## src/rtl/matrix_dot_scheduler_if.sv

```systemverilog
// rtl/matrix_dot_scheduler_if.sv - loader read ports and result stream of the dot scheduler
interface matrix_dot_scheduler_if #(
    parameter int W = 8,
    parameter int N = 32,
    parameter int M = 32
);
    localparam int AW = $clog2(N);
    localparam int BW = $clog2(M);
    localparam int SW = 2 * W + AW;

    logic [AW-1:0]  requested_a_row;
    logic [BW-1:0]  requested_b_col;
    logic [AW-1:0]  a_addr_in;
    logic [BW-1:0]  b_addr_in;
    logic [N*W-1:0] a_row_in;
    logic [N*W-1:0] b_col_in;
    logic           c_valid;
    logic           c_ready;
    logic [AW-1:0]  c_row;
    logic [BW-1:0]  c_col;
    logic [SW-1:0]  c_data;

    modport master (
        output requested_a_row, requested_b_col, c_valid, c_row, c_col, c_data,
        input  a_addr_in, b_addr_in, a_row_in, b_col_in, c_ready
    );

    modport slave (
        input  requested_a_row, requested_b_col, c_valid, c_row, c_col, c_data,
        output a_addr_in, b_addr_in, a_row_in, b_col_in, c_ready
    );
endinterface

```

## src/rtl/matrix_dot_scheduler.sv

```systemverilog
// rtl/matrix_dot_scheduler.sv - walks C = A*B row-major, fetching tagged vectors and MACing them
module matrix_dot_scheduler #(
    parameter int MAX_ELEMENT_SIZE = 8,
    parameter int MAX_SIZE_A       = 32,
    parameter int MAX_SIZE_B       = 32,
    parameter int READ_LATENCY     = 3,
    parameter int LANES            = 4
) (
    input  logic inter_refclk,
    input  logic rst,
    input  logic start,
    matrix_dot_scheduler_if.master bus,
    output logic busy,
    output logic done,
    output logic tag_error
);
    localparam int W     = MAX_ELEMENT_SIZE;
    localparam int N     = MAX_SIZE_A;
    localparam int M     = MAX_SIZE_B;
    localparam int AW    = $clog2(N);
    localparam int BW    = $clog2(M);
    localparam int SW    = 2 * W + AW;
    localparam int STEPS = N / LANES;
    localparam int SCW   = (STEPS > 1) ? $clog2(STEPS) : 1;
    localparam int RLW   = (READ_LATENCY > 1) ? $clog2(READ_LATENCY) : 1;

    typedef enum logic [2:0] {IDLE, ISSUE, WAIT, MAC, OUTPUT} state_t;

    state_t         state_q, state_d;
    logic [AW-1:0]  i_q, i_d, req_a_q, req_a_d;
    logic [BW-1:0]  j_q, j_d, req_b_q, req_b_d;
    logic [RLW-1:0] wait_q, wait_d;
    logic [SCW-1:0] step_q, step_d;
    logic [N*W-1:0] a_vec_q, a_vec_d, b_vec_q, b_vec_d;
    logic [SW-1:0]  acc_q, acc_d, lane_sum;
    logic           busy_q, busy_d, done_q, done_d, tag_err_q, tag_err_d;

    // Vectors shift left each MAC cycle so the active lanes are always the top LANES elements.
    always_comb begin
        lane_sum = '0;
        for (int l = 0; l < LANES; l++) begin
            lane_sum = lane_sum + SW'(a_vec_q[N*W-1-l*W -: W]) * SW'(b_vec_q[N*W-1-l*W -: W]);
        end
    end

    always_comb begin
        state_d   = state_q;
        i_d       = i_q;
        j_d       = j_q;
        req_a_d   = req_a_q;
        req_b_d   = req_b_q;
        wait_d    = wait_q;
        step_d    = step_q;
        a_vec_d   = a_vec_q;
        b_vec_d   = b_vec_q;
        acc_d     = acc_q;
        busy_d    = busy_q;
        done_d    = 1'b0;
        tag_err_d = tag_err_q;
        case (state_q)
            IDLE: begin
                if (start) begin
                    i_d     = '0;
                    j_d     = '0;
                    busy_d  = 1'b1;
                    state_d = ISSUE;
                end
            end
            ISSUE: begin
                req_a_d = i_q;
                req_b_d = j_q;
                wait_d  = RLW'(READ_LATENCY - 1);
                state_d = WAIT;
            end
            WAIT: begin
                if (wait_q != '0) begin
                    wait_d = wait_q - 1'b1;
                end else if (bus.a_addr_in == i_q && bus.b_addr_in == j_q) begin
                    a_vec_d = bus.a_row_in;
                    b_vec_d = bus.b_col_in;
                    acc_d   = '0;
                    step_d  = '0;
                    state_d = MAC;
                end else begin
                    tag_err_d = 1'b1;
                    state_d   = ISSUE;
                end
            end
            MAC: begin
                acc_d   = acc_q + lane_sum;
                a_vec_d = a_vec_q << (LANES * W);
                b_vec_d = b_vec_q << (LANES * W);
                step_d  = step_q + 1'b1;
                if (step_q == SCW'(STEPS - 1)) state_d = OUTPUT;
            end
            OUTPUT: begin
                if (bus.c_ready) begin
                    state_d = ISSUE;
                    if (j_q == BW'(M - 1)) begin
                        j_d = '0;
                        if (i_q == AW'(N - 1)) begin
                            done_d  = 1'b1;
                            busy_d  = 1'b0;
                            state_d = IDLE;
                        end else begin
                            i_d = i_q + 1'b1;
                        end
                    end else begin
                        j_d = j_q + 1'b1;
                    end
                end
            end
            default: state_d = IDLE;
        endcase
    end

    always_ff @(posedge inter_refclk) begin
        if (rst) begin
            state_q   <= IDLE;
            i_q       <= '0;
            j_q       <= '0;
            req_a_q   <= '0;
            req_b_q   <= '0;
            wait_q    <= '0;
            step_q    <= '0;
            a_vec_q   <= '0;
            b_vec_q   <= '0;
            acc_q     <= '0;
            busy_q    <= 1'b0;
            done_q    <= 1'b0;
            tag_err_q <= 1'b0;
        end else begin
            state_q   <= state_d;
            i_q       <= i_d;
            j_q       <= j_d;
            req_a_q   <= req_a_d;
            req_b_q   <= req_b_d;
            wait_q    <= wait_d;
            step_q    <= step_d;
            a_vec_q   <= a_vec_d;
            b_vec_q   <= b_vec_d;
            acc_q     <= acc_d;
            busy_q    <= busy_d;
            done_q    <= done_d;
            tag_err_q <= tag_err_d;
        end
    end

    // The request is visible during ISSUE itself, then held until the next ISSUE.
    assign bus.requested_a_row = (state_q == ISSUE) ? i_q : req_a_q;
    assign bus.requested_b_col = (state_q == ISSUE) ? j_q : req_b_q;
    assign bus.c_valid         = (state_q == OUTPUT);
    assign bus.c_row           = i_q;
    assign bus.c_col           = j_q;
    assign bus.c_data          = acc_q;
    assign busy                = busy_q;
    assign done                = done_q;
    assign tag_error           = tag_err_q;
endmodule

```

## src/flat_wrapper.sv

```systemverilog
// flat-port wrapper written by rule: the top's interface ports become plain ports
module matrix_dot_scheduler_flat 
#(
    parameter int MAX_ELEMENT_SIZE = 8,
    parameter int MAX_SIZE_A       = 32,
    parameter int MAX_SIZE_B       = 32,
    parameter int READ_LATENCY     = 3,
    parameter int LANES            = 4
)
  (inter_refclk, rst, start, busy, done, tag_error, bus_requested_a_row, bus_requested_b_col, bus_c_valid, bus_c_row, bus_c_col, bus_c_data, bus_a_addr_in, bus_b_addr_in, bus_a_row_in, bus_b_col_in, bus_c_ready);
  matrix_dot_scheduler_if #(.W((8)), .N((32)), .M((32))) bus_i ();
  input  logic inter_refclk;
  input  logic rst;
  input  logic start;
  output logic busy;
  output logic done;
  output logic tag_error;
  output wire logic [$bits(bus_i.requested_a_row)-1:0] bus_requested_a_row;
  output wire logic [$bits(bus_i.requested_b_col)-1:0] bus_requested_b_col;
  output wire logic [$bits(bus_i.c_valid)-1:0] bus_c_valid;
  output wire logic [$bits(bus_i.c_row)-1:0] bus_c_row;
  output wire logic [$bits(bus_i.c_col)-1:0] bus_c_col;
  output wire logic [$bits(bus_i.c_data)-1:0] bus_c_data;
  input wire logic [$bits(bus_i.a_addr_in)-1:0] bus_a_addr_in;
  input wire logic [$bits(bus_i.b_addr_in)-1:0] bus_b_addr_in;
  input wire logic [$bits(bus_i.a_row_in)-1:0] bus_a_row_in;
  input wire logic [$bits(bus_i.b_col_in)-1:0] bus_b_col_in;
  input wire logic [$bits(bus_i.c_ready)-1:0] bus_c_ready;
  assign bus_requested_a_row = bus_i.requested_a_row;
  assign bus_requested_b_col = bus_i.requested_b_col;
  assign bus_c_valid = bus_i.c_valid;
  assign bus_c_row = bus_i.c_row;
  assign bus_c_col = bus_i.c_col;
  assign bus_c_data = bus_i.c_data;
  assign bus_i.a_addr_in = bus_a_addr_in;
  assign bus_i.b_addr_in = bus_b_addr_in;
  assign bus_i.a_row_in = bus_a_row_in;
  assign bus_i.b_col_in = bus_b_col_in;
  assign bus_i.c_ready = bus_c_ready;
  matrix_dot_scheduler #(.MAX_ELEMENT_SIZE(MAX_ELEMENT_SIZE), .MAX_SIZE_A(MAX_SIZE_A), .MAX_SIZE_B(MAX_SIZE_B), .READ_LATENCY(READ_LATENCY), .LANES(LANES)) u_core (.inter_refclk(inter_refclk), .rst(rst), .start(start), .bus(bus_i), .busy(busy), .done(done), .tag_error(tag_error));
endmodule
```

## config.mk

```make
export PLATFORM = sky130hd
export DESIGN_NAME = matrix_dot_scheduler_flat
export DESIGN_NICKNAME = d
export VERILOG_FILES = /design/src/rtl/matrix_dot_scheduler_if.sv /design/src/rtl/matrix_dot_scheduler.sv /design/src/flat_wrapper.sv
export SDC_FILE = /design/constraint.sdc
export NUM_CORES = 2
export LEC_CHECK = 0
export ABC_AREA = 1
export CAP_MARGIN = 30
export CORE_AREA = 2 2 386 388
export CTS_CLUSTER_SIZE = 30
export DETAILED_ROUTE_END_ITERATION = 8
export DIE_AREA = 0 0 388 390
export GPL_TIMING_DRIVEN = 1
export PLACE_DENSITY = 0.42
export REMOVE_ABC_BUFFERS = 1
export SYNTH_ARGS = -nofsm -noshare
export SYNTH_HDL_FRONTEND = slang
export SYNTH_SLANG_ARGS = --single-unit
```

## constraint.sdc

```tcl
create_clock -name inter_refclk -period 8.7 [get_ports inter_refclk]
set_input_delay 2.61 -clock inter_refclk [delete_from_list [all_inputs] [get_ports inter_refclk]]
set_output_delay 2.61 -clock inter_refclk [all_outputs]
set_load 0.1 [all_outputs]
```

==> results.py <==
metrics = {
    "run_status": {
        "outcome": "completed",
    },
    "setup_path": {
        "worst_setup_path_end_kind": "flop",
        "required_ps": 9190,
        "slowest_delay_ps": 530,
        "crit_fanout": 9,
        "cpMaxStageDelayCell": "fa_1",
        "critPathMostFrequentCell": "fa_1",
        "cp.arrival_ps": 8800,
        "worst_setup_path_start_kind": "flop",
        "critPathLaunch": "u_core.b_vec_q[242]",
        "worstReg2RegStart": "u_core.b_vec_q[242]",
        "path_class": "reg -> reg",
    },
    "yosys": {
        "avgSynthCellArea_um2": 6.73,
        "syn_area_mm2": 0.0367,
        "synthCells": 5445,
        "synth-edff-count": 0,
        "ys_ff_latch": 564,
        "yosysSeqAreaShare_pct": 30.8,
        "yosys_most_used_dff": "dfxtp_1",
        "synth_warnings": 0,
        "synthArstFlopShare_pct": 0,
        "synth_cell_types": 35,
    },
    "timing": {
        "min_period_ps": 8310,
        "rsz0062_at_grt": "no",
        "finalSetupViolations": 0,
        "max_freq_mhz": 120,
        "min_period_over_period_pct": 95.5,
        "drv_slew": 0,
        "tightest_slew_ps": 1050,
        "final_hold_viol_count": 0,
        "setup_ws_ps": 395,
        "setup_tns_ps": 0,
        "slew_headroom_pct": 29.9,
        "skew_ps": 23.3,
    },
    "cells_and_area": {
        "nets": 6668,
        "multiInputGateArea_mm2": 0.0218,
        "num-fill-cells": 16354,
        "drive_above_1_share_pct": 4.83,
        "final_common_cell": "nand2_1",
        "area.sequential_mm2": 0.0113,
        "syn_to_final_growth_pct": 27.0,
        "mostFrequentLayoutCells": "nand2_1 (2339), a21oi_1 (573), clkdlybuf4s50_1 (567)",
        "final_cells": 7761,
    },
    "die": {
        "initial_utilization_pct": 24.9,
        "core_mm2": 0.147,
        "die_h_um": 390,
        "rows": 141,
        "die_width_um": 388,
        "pin_count": 571,
        "die_area_mm2": 0.151,
    },
    "place": {
        "place_congestion": 0.839,
        "dp.cells": 7607,
        "io_buffer_count": 570,
        "post-place-ws_ps": -90.1,
        "dpl.hpwl_mm": 91.6,
    },
    "cts": {
        "path_clk_slew_ps": 60,
        "tritoncts": "done",
        "cts.htree.levels": 3,
        "cts.sinks": 564,
        "cts_buffers": 77,
        "clk_path_buf_depth": 3,
        "worstSkewPairLatency_ps": 680,
        "root_buffer": "clkbuf_16",
    },
    "routing": {
        "dr.first_iter.drc_count": 2042,
        "post_drt_wl_per_cell_um": 17.2,
        "drc": 0,
        "num_vias": 34556,
        "ant_nets": 0,
        "vias_per_cell": 4.45,
        "drt-total-wl_mm": 133,
        "drt_pass1_iterations": 5,
    },
    "pwr": {
        "peakVddDrop_uv": 127,
        "p_leak_nw": 20.8,
        "powerDensity_mw_per_mm2": 164,
    },
    "grt": {
        "grt_use_total_pct": 17.1,
        "grt_pass1_vias": 33695,
        "grt_overflow": 0,
        "grt_pass1_wl_mm": 204,
        "antenna_found_initial": 41,
        "grt_max_degree": 168,
    },
    "worst_hold_path": {
        "hold_class": "reg -> reg",
        "holdCritStartpoint": "u_core.b_vec_q[56]",
    },
    "job": {
        "maxCapViolCount": 0,
    },
}
## routing by layer
layer / track usage [%] / vias up / wire, µm
li1: - / 17517 / -
met2: 28.9 / 544 / 64900
met3: 3.51 / 172 / 5910
met5: 0 / - / 299
met1: 22.3 / 16279 / 59700
met4: 4.17 / 44 / 2540
## cell type report
cell class | count | area share [%]
Clock buffer | 110 | 4.84
Sequential cell | 564 | 24.3
Clock inverter | 28 | 0.803
Multi-Input combinational cell | 3956 | 46.8
Antenna cell | 14 | 0.0752
Inverter | 530 | 4.29
Timing Repair Buffer | 629 | 13.7
Tap cell | 1930 | 5.18
## flip-flops by register name, indices dropped and copies added, names as in the netlist, 3 cells and up
signal	cells
u_core.bus.c_data	21
u_core.bus.c_col	5
u_core.step_q	3
u_core.b_vec_q	256
u_core.bus.c_row	5
u_core.req_a_q	5
u_core.req_b_q	5
u_core.state_q	3
u_core.a_vec_q	256
## power breakdown
part / internal [mW] / total, mW / switching, mW / leakage (nW)
combinational: 0.552 / 1.45 / 0.896 / 15.0
clock: 1.99 / 3.32 / 1.33 / 1.29
sequential: 2.75 / 2.88 / 0.127 / 4.58
total: 5.29 / 7.65 / 2.36 / 20.8
## metrics by stage
stage	area, µm²	utilization, %	hold slack, ps	total power [mW]
6_report	46600	31.7	456	7.65
4_1_cts	46300	31.4	456	7.79
5_1_grt	46600	31.7	471	8.05
3_5_place_dp	43600	29.6	449	4.39
3_3_place_gp	43500	29.6	443	4.38
2_1_floorplan	34800	-	426	3.79
## logic make-up after synthesis
| logic type | share of synthesized area [%] |
|---|---|
| buffers and inverters | 10.4 |
| XOR/XNOR | 0.502 |
| AND/OR/NAND/NOR | 32.0 |
| flip-flops | 30.8 |
| adder cells (fa/ha/maj) | 17.7 |
| AO/OA/AOI/OAI | 8.67 |
## cells in the mapped netlist, types with 2 or more instances
| cell | count | share of area, % |
|---|---|---|
| nor2_1 | 43 | 0.44 |
| nand3b_1 | 4 | 0.082 |
| o21ai_0 | 15 | 0.20 |
| a211oi_1 | 11 | 0.23 |
| a21oi_1 | 583 | 8.0 |
| ha_1 | 160 | 5.5 |
| xor2_1 | 14 | 0.33 |
| buf_6 | 3 | 0.092 |
| a31oi_1 | 2 | 0.034 |
| inv_1 | 524 | 5.4 |
| or2_2 | 18 | 0.31 |
| a21o_1 | 4 | 0.082 |
| buf_2 | 181 | 2.5 |
| nand2_1 | 2343 | 24 |
| nor2_2 | 3 | 0.051 |
| nor3b_1 | 2 | 0.041 |
| inv_2 | 6 | 0.061 |
| xnor2_1 | 7 | 0.17 |
| nand2_2 | 2 | 0.034 |
| o21ai_1 | 3 | 0.041 |
| clkbuf_1 | 185 | 1.9 |
| buf_1 | 3 | 0.031 |
| nor3_1 | 17 | 0.23 |
| fa_1 | 224 | 12 |
| nand3_1 | 493 | 6.7 |
| dfxtp_1 | 564 | 31 |
| buf_4 | 23 | 0.47 |
## worst max-delay path, delay by kind of cell, from the launching register on
kind | cells | cell delay [ps]
AO/OA/AOI/OAI | 3 | 430
XOR/XNOR | 1 | 230
adder cells (fa/ha/maj) | 13 | 5950
buffers and inverters | 7 | 330
flip-flops | 1 | 370
AND/OR/NAND/NOR | 9 | 810
## path summary, 6_finish.rpt
kind | endpoint | slack (ps) | cells after the start
max | u_core.bus.c_data[20] | 390 | 33
min | u_core.b_vec_q[56] | 460 | 2
max reg2reg | u_core.bus.c_data[20] | 390 | 33
min reg2reg | u_core.b_vec_q[56] | 460 | 2
## repair_timing
action / CTS / global route
resized for setup: 3 / 74
endpoints found under the setup margin: 5 / 14
endpoints found under the hold margin: 0 / 0
pin swaps: 0 / 3
hold buffers: 0 / 0
setup buffers: 0 / 0
(Power assumes the default switching activity.)
